[src/rtl/theme_player.sv]
// Theme PCM channel sequencer: paces a 20 kHz sample clock off the 640 kHz strobe, fetches one ROM byte per sample.
// Latency: rom_req rises 1 cycle after a sample tick; sample/sample_stb update 1 cycle after rom_ack.
// Backpressure: the ROM stalls via late rom_ack; ticks arriving while a fetch is pending are dropped and flagged in underrun.
//
// Ports:
//   main_clk, reset         clock and asynchronous active-high reset
//   ce_640k                 single-cycle 640 kHz clock enable
//   play_en                 level: 1 = play/continue, 0 = stop and rewind
//   rom_addr/rom_req        byte address and fetch request (held until rom_ack)
//   rom_ack/rom_data        single-cycle acknowledge with the data byte
//   sample/sample_stb       offset-binary PCM sample and its update strobe
//   busy/done/underrun      playing, finished, sticky missed-tick flag
//
// Build option: define THEME_VOLUME_EN to add a 4-bit vol input that scales
// the sample around the offset-binary midpoint; without it samples pass
// through verbatim.
module theme_player #(
  parameter int          ADDR_W     = 19,
  parameter int          TICK_PHASE = 16,
  parameter logic [7:0]  MUTE_VAL   = 8'h80
) (
  input  logic              main_clk,
  input  logic              reset,
  input  logic              ce_640k,
  input  logic              play_en,
  output logic [ADDR_W-1:0] rom_addr,
  output logic              rom_req,
  input  logic              rom_ack,
  input  logic [7:0]        rom_data,
`ifdef THEME_VOLUME_EN
  input  logic [3:0]        vol,
`endif
  output logic [7:0]        sample,
  output logic              sample_stb,
  output logic              busy,
  output logic              done,
  output logic              underrun
);

  typedef enum logic [1:0] {
    IDLE      = 2'd0,
    WAIT_TICK = 2'd1,
    FETCH     = 2'd2,
    DONE      = 2'd3
  } state_t;

  localparam logic [4:0] TICK_DIV = 5'(TICK_PHASE);

  state_t            state_q, state_d;
  logic [4:0]        div_q, div_d;
  logic [ADDR_W-1:0] addr_q, addr_d;
  logic              rom_req_q, rom_req_d;
  logic [7:0]        sample_q, sample_d;
  logic              stb_q, stb_d;
  logic              underrun_q, underrun_d;

  logic              tick;
  logic              ack_take;
  logic [ADDR_W-1:0] addr_inc;
  logic [7:0]        fetched_sample;

  // The divider is compared before it increments, so the tick lands on the
  // strobe that sees div == TICK_DIV.
  assign tick     = ce_640k && (div_q == TICK_DIV);
  // Acks only count against an outstanding request; stray acks are ignored.
  assign ack_take = rom_ack && rom_req_q && (state_q == FETCH);
  assign addr_inc = addr_q + ADDR_W'(1);

`ifdef THEME_VOLUME_EN
  // Re-centre the byte around zero, scale by (vol+1)/16 with an arithmetic
  // shift so negative excursions round toward minus infinity, then re-bias.
  logic signed [8:0]  centered;
  logic signed [5:0]  gain;
  logic signed [14:0] scaled_prod;

  always_comb begin
    centered       = $signed({1'b0, rom_data}) - 9'sd128;
    gain           = $signed({2'b00, vol} + 6'd1);
    scaled_prod    = centered * gain;
    fetched_sample = 8'(scaled_prod >>> 4) + 8'h80;
  end
`else
  assign fetched_sample = rom_data;
`endif

  // ---------------------------------------------------------------------
  // FSM: state register
  // ---------------------------------------------------------------------
  always_ff @(posedge main_clk or posedge reset) begin
    if (reset) begin
      state_q <= IDLE;
    end else begin
      state_q <= state_d;
    end
  end

  // ---------------------------------------------------------------------
  // FSM: next-state logic
  // ---------------------------------------------------------------------
  always_comb begin
    state_d = state_q;
    case (state_q)
      IDLE: begin
        if (play_en) state_d = WAIT_TICK;
      end
      WAIT_TICK: begin
        if (!play_en)  state_d = IDLE;
        else if (tick) state_d = FETCH;
      end
      FETCH: begin
        if (!play_en) begin
          state_d = IDLE;
        end else if (ack_take) begin
          // Finish as soon as the address MSB sets so the counter never wraps.
          state_d = addr_inc[ADDR_W-1] ? DONE : WAIT_TICK;
        end
      end
      DONE: begin
        // Only a drop of play_en re-arms playback; a held play_en never retriggers.
        if (!play_en) state_d = IDLE;
      end
      default: state_d = IDLE;
    endcase
  end

  // ---------------------------------------------------------------------
  // FSM: state-decoded outputs
  // ---------------------------------------------------------------------
  always_comb begin
    busy = (state_q == WAIT_TICK) || (state_q == FETCH);
    done = (state_q == DONE);
  end

  // ---------------------------------------------------------------------
  // Datapath next-state
  // ---------------------------------------------------------------------
  always_comb begin
    div_d      = div_q;
    addr_d     = addr_q;
    rom_req_d  = rom_req_q;
    sample_d   = sample_q;
    stb_d      = 1'b0;
    underrun_d = underrun_q;

    if (!play_en) begin
      // Stop and rewind from any state; a same-cycle ack is discarded and the
      // outstanding request is simply abandoned.
      div_d     = '0;
      addr_d    = '0;
      rom_req_d = 1'b0;
      sample_d  = MUTE_VAL;
    end else begin
      if ((state_q == WAIT_TICK) || (state_q == FETCH)) begin
        if (ce_640k) div_d = div_q + 5'd1;
      end else begin
        div_d = '0;
      end

      case (state_q)
        IDLE: begin
          addr_d     = '0;
          underrun_d = 1'b0;
          sample_d   = MUTE_VAL;
        end
        WAIT_TICK: begin
          if (tick) rom_req_d = 1'b1;
        end
        FETCH: begin
          // A tick here is lost: the pending fetch keeps its address and
          // completes normally, so no sample address is ever skipped.
          if (tick) underrun_d = 1'b1;
          if (ack_take) begin
            sample_d  = fetched_sample;
            stb_d     = 1'b1;
            addr_d    = addr_inc;
            rom_req_d = 1'b0;
          end
        end
        DONE: begin
          rom_req_d = 1'b0;
          sample_d  = MUTE_VAL;
        end
        default: begin
          rom_req_d = 1'b0;
        end
      endcase
    end
  end

  // ---------------------------------------------------------------------
  // Datapath registers
  // ---------------------------------------------------------------------
  always_ff @(posedge main_clk or posedge reset) begin
    if (reset) begin
      div_q      <= '0;
      addr_q     <= '0;
      rom_req_q  <= 1'b0;
      sample_q   <= MUTE_VAL;
      stb_q      <= 1'b0;
      underrun_q <= 1'b0;
    end else begin
      div_q      <= div_d;
      addr_q     <= addr_d;
      rom_req_q  <= rom_req_d;
      sample_q   <= sample_d;
      stb_q      <= stb_d;
      underrun_q <= underrun_d;
    end
  end

  assign rom_addr   = addr_q;
  assign rom_req    = rom_req_q;
  assign sample     = sample_q;
  assign sample_stb = stb_q;
  assign underrun   = underrun_q;

endmodule

[config.mk]
export PLATFORM = sky130hd
export DESIGN_NAME = theme_player
export DESIGN_NICKNAME = d
export VERILOG_FILES = /design/src/rtl/theme_player.sv
export SDC_FILE = /design/constraint.sdc
export NUM_CORES = 1
export LEC_CHECK = 0
export ABC_AREA = 1
export CAP_MARGIN = 30
export CORE_ASPECT_RATIO = 1.2
export CORE_MARGIN = 8
export CORE_UTILIZATION = 40
export CTS_BUF_LIST = sky130_fd_sc_hd__clkbuf_8
export DETAILED_ROUTE_END_ITERATION = 7
export GPL_ROUTABILITY_DRIVEN = 0
export PLACE_DENSITY = 0.68
export REMOVE_ABC_BUFFERS = 1
export SETUP_SLACK_MARGIN = 0.1
export SLEW_MARGIN = 20
export SYNTH_ARGS = -nofsm -noshare
export SYNTH_HDL_FRONTEND = slang
export SYNTH_SLANG_ARGS = --single-unit
[constraint.sdc]
create_clock -name main_clk -period 1.6 [get_ports main_clk]
set_input_delay 0.16 -clock main_clk [delete_from_list [all_inputs] [get_ports main_clk]]
set_output_delay 0.16 -clock main_clk [all_outputs]
set_load 0.02 [all_outputs]
==> metrics.md <==
| Metric | Value |
|---|---|
| Outcome | `completed` |
| TritonCTS clock tree | `done` |
| Crit path max fanout | `6` |
| Final hold violation count | `0` |
| Vias per cell | `4.97` |
| Die ar. | `7670 sq um` |
| Post-route cell area | `2940 sq um` |
| Warnings from Yosys | `0` |
| CP arrival | `1.75 ns` |
| Slew @ Worst Pin | `0.324 ns` |
| Initial DRC count | `56` |
| Remaining Overflow, GRT | `0` |
| Slew headroom | `0.783` |
| Clk_lat worst skew | `0.29 ns` |
| Slowest-stage cell, CP | `dfrtp_1` |
| DRC Markers | `0` |
| Pre-CTS setup slack | `-0.0355 ns` |
| Pin count of the biggest net entering global routing | `38` |
| Htree depth | `2` |
| Endpoints failing setup | `0` |
| Most frequent cells in the layout | `nand2_1 (51), dfrtp_1 (36), inv_1 (33)` |
| Post-route setup slack | `0.0812 ns` |
| Layout Nets | `343` |
| Syn-to-layout area delta | `43.5%` |
| First-pass detailed-route iteration total | `4` |
| Dpl cells | `372` |
| Inserted Diodes | `0` |
| End-of-flow core utilization | `0.594` |
| Post-synthesis sequential area ratio | `0.453` |
| First-pass GRT wire length | `8380 um` |
| Detail Route Antenna Nets | `0` |
| Initial cell density of the core | `0.414` |
| Fin cells | `384` |
| Die H | `94.3 um` |
| Post-synth top area share | `0.440` |
| Mapped Cells | `253` |
| Initial antenna violation count | `0` |
| Max-cap violations | `0` |
| Critical Path Max Stage Delay | `0.40 ns` |
| Row count | `28` |
| Clk buf depth | `2` |
| DR vias | `1,910` |
| CTS buffer count | `5` |
| RSZ-0062 raised after global routing | `yes` |
| Area after DPL | `2690 sq um` |
| Crit. End Element | `flip-flop` |
| WL per Instance | `13.2 um` |
| Power Density | `1110 nW/um^2` |
| Synthesized area | `2050 sq um` |
| Crit-path leading delay family | `simple AND/OR/NAND/NOR gates` |
| Synth area leaders | `dfrtp_1 (44%), nand2_1 (9.7%), inv_1 (6.6%)` |
| Fmax | `658 MHz` |
| Final clock skew | `0.00537 ns` |
| WP buf/inv | `3` |
| Crit path kind | `reg2reg` |
| Worst hold-check path type | `in2async` |
| Commonest non-fill, non-tap cell in the layout | `nand2_1` |
| Count of different cell masters after synthesis | `27` |
| Final period util | `0.949` |
| Worst Path Required | `1.83 ns` |
| Cts hold-fix bufs | `0` |
| Syn avg cell area | `8.09 sq um` |
| Fin. max-slew vios | `0` |
| Gr usage total | `0.137` |
| CP Launch Type | `flip-flop` |
| I/O pin cnt | `45` |
| Tightest hold margin | `0.206 ns` |
| Final HPWL DP | `3720 um` |
| Static leakage | `0.00144 uW` |
| Max IR drop VDD | `0.591 mV` |
| Root Buffer | `clkbuf_8` |
| Die X | `81.3 um` |
| Setup slack, reg-to-reg | `0.08 ns` |
| Port Buf Inserts | `44` |
| Post-route minimum period | `1.52 ns` |
| Share of layout cells above drive strength 1 | `0.219` |
| Crit-path cells | `buf_6 -> ha_4 -> inv_2 -> nand2_4 -> nand3_4 -> inv_6 -> nor2_4 -> nand3_2 -> nand2_1 -> nand2_1 -> nor2_1` |
| Most Frequent Cell on Critical Path | `nand2_1` |
| Sink Count | `37` |
| Number of synthesized register bits | `37` |
| Number of global-route vias before repair | `1,931` |
| Post-Route WL | `5060 um` |
| Clk pin slew, worst setup/hold paths | `0.08 ns` |
| Area leader, netlist | `dfrtp_1` |
| Total core area | `4940 sq um` |
cells by family after synthesis:
family / count (synthesis) / share of synthesized area
buffers and inverters: 41 / 0.0813
flip-flops: 37 / 0.453
AO/OA/AOI/OAI: 37 / 0.107
AND/OR/NAND/NOR: 131 / 0.316
adder cells (fa/ha/maj): 7 / 0.0428
worst reg2reg max path, cell delays in order, from the launching register on:
cell     delay [ns]
dfrtp_1        0.40
buf_6          0.13
ha_4           0.17
inv_2          0.07
nand2_4        0.05
nand3_4        0.09
inv_6          0.06
nor2_4         0.19
nand3_2        0.09
nand2_1        0.07
nand2_1        0.04
nor2_1         0.08
timing repair:
action,CTS,global route
setup endpoints to repair,48,28
cloned,0,0
gates resized for setup,33,23
pin swaps,5,15
hold endpoints to repair,0,0
setup buffers,3,1
sequential cells by signal, summed over array words and instances, names as in the netlist:
register and count:
div_q 5, state_q 2, rom_req 1, sample_stb 1, rom_addr 19, sample 8, underrun 1
where the power goes:
part / leakage [uW] / switching [uW] / total [uW] / internal, uW
Sequential: 0.000508 / 48.3 / 1040 / 993
Combinational: 0.000863 / 710 / 1220 / 509
Clock: 0.0000687 / 373 / 1000 / 628
Total: 0.00144 / 1130 / 3260 / 2130
synth_stat cells:
cell type  count
dfrtp_1       36
nand3_1       15
a21oi_1       12
nand2_1       53
nor3_1         7
nor2_2         5
inv_6          1
nand3_2        4
inv_1         36
nor4_1         2
nand3_4        2
nand3b_1       1
o21ai_0       11
a211oi_1       1
buf_4          2
a22o_1         7
o211ai_1       1
nor2_4         3
ha_1           7
nand4_1        4
a21boi_1       1
dfstp_2        1
inv_2          2
nand2_2        3
nor3_4         1
o21ai_1        4
nor2_1        31
path summary, 6_finish.rpt:
path,startpoint,end,depth (start not counted)
hold reg to reg,sample[3],sample[3],1
min in group main_clk,rom_data[2],sample[2],2
setup reg to reg,state_q[1],rom_addr[17],11
hold / removal,reset,rom_addr[4],3
max in group asynchronous,reset,sample[7],3
setup / recovery,state_q[1],rom_addr[17],11
layer usage:
metal	share of wire	GRT usage	vias to the layer above	routed length, um
met5	0	0	-	0
met4	0.017	0.0537	0	86
met3	0.066	0.0409	9	333
met2	0.51	0.241	48	2560
met1	0.41	0.149	891	2070
li1	-	-	962	-
stage by stage:
step / setup TNS (ns) / power [uW]
floorplan: 0 / 1670
global placement: -0.0100 / 2060
detailed placement: -0.153 / 2080
CTS: 0 / 3200
global route: -0.0679 / 3430
finish: 0 / 3260
final cells by class:
class                           count  area [sq um]
Tap cell                           60          75.1
Multi-Input combinational cell    175          1060
Clock buffer                        5          68.8
Clock inverter                      3          68.8
Fill cell                         459          2000
Inverter                           39           151
Sequential cell                    37           927
Timing Repair Buffer               65           586
Note: power is estimated with default switching activity, not from simulation.
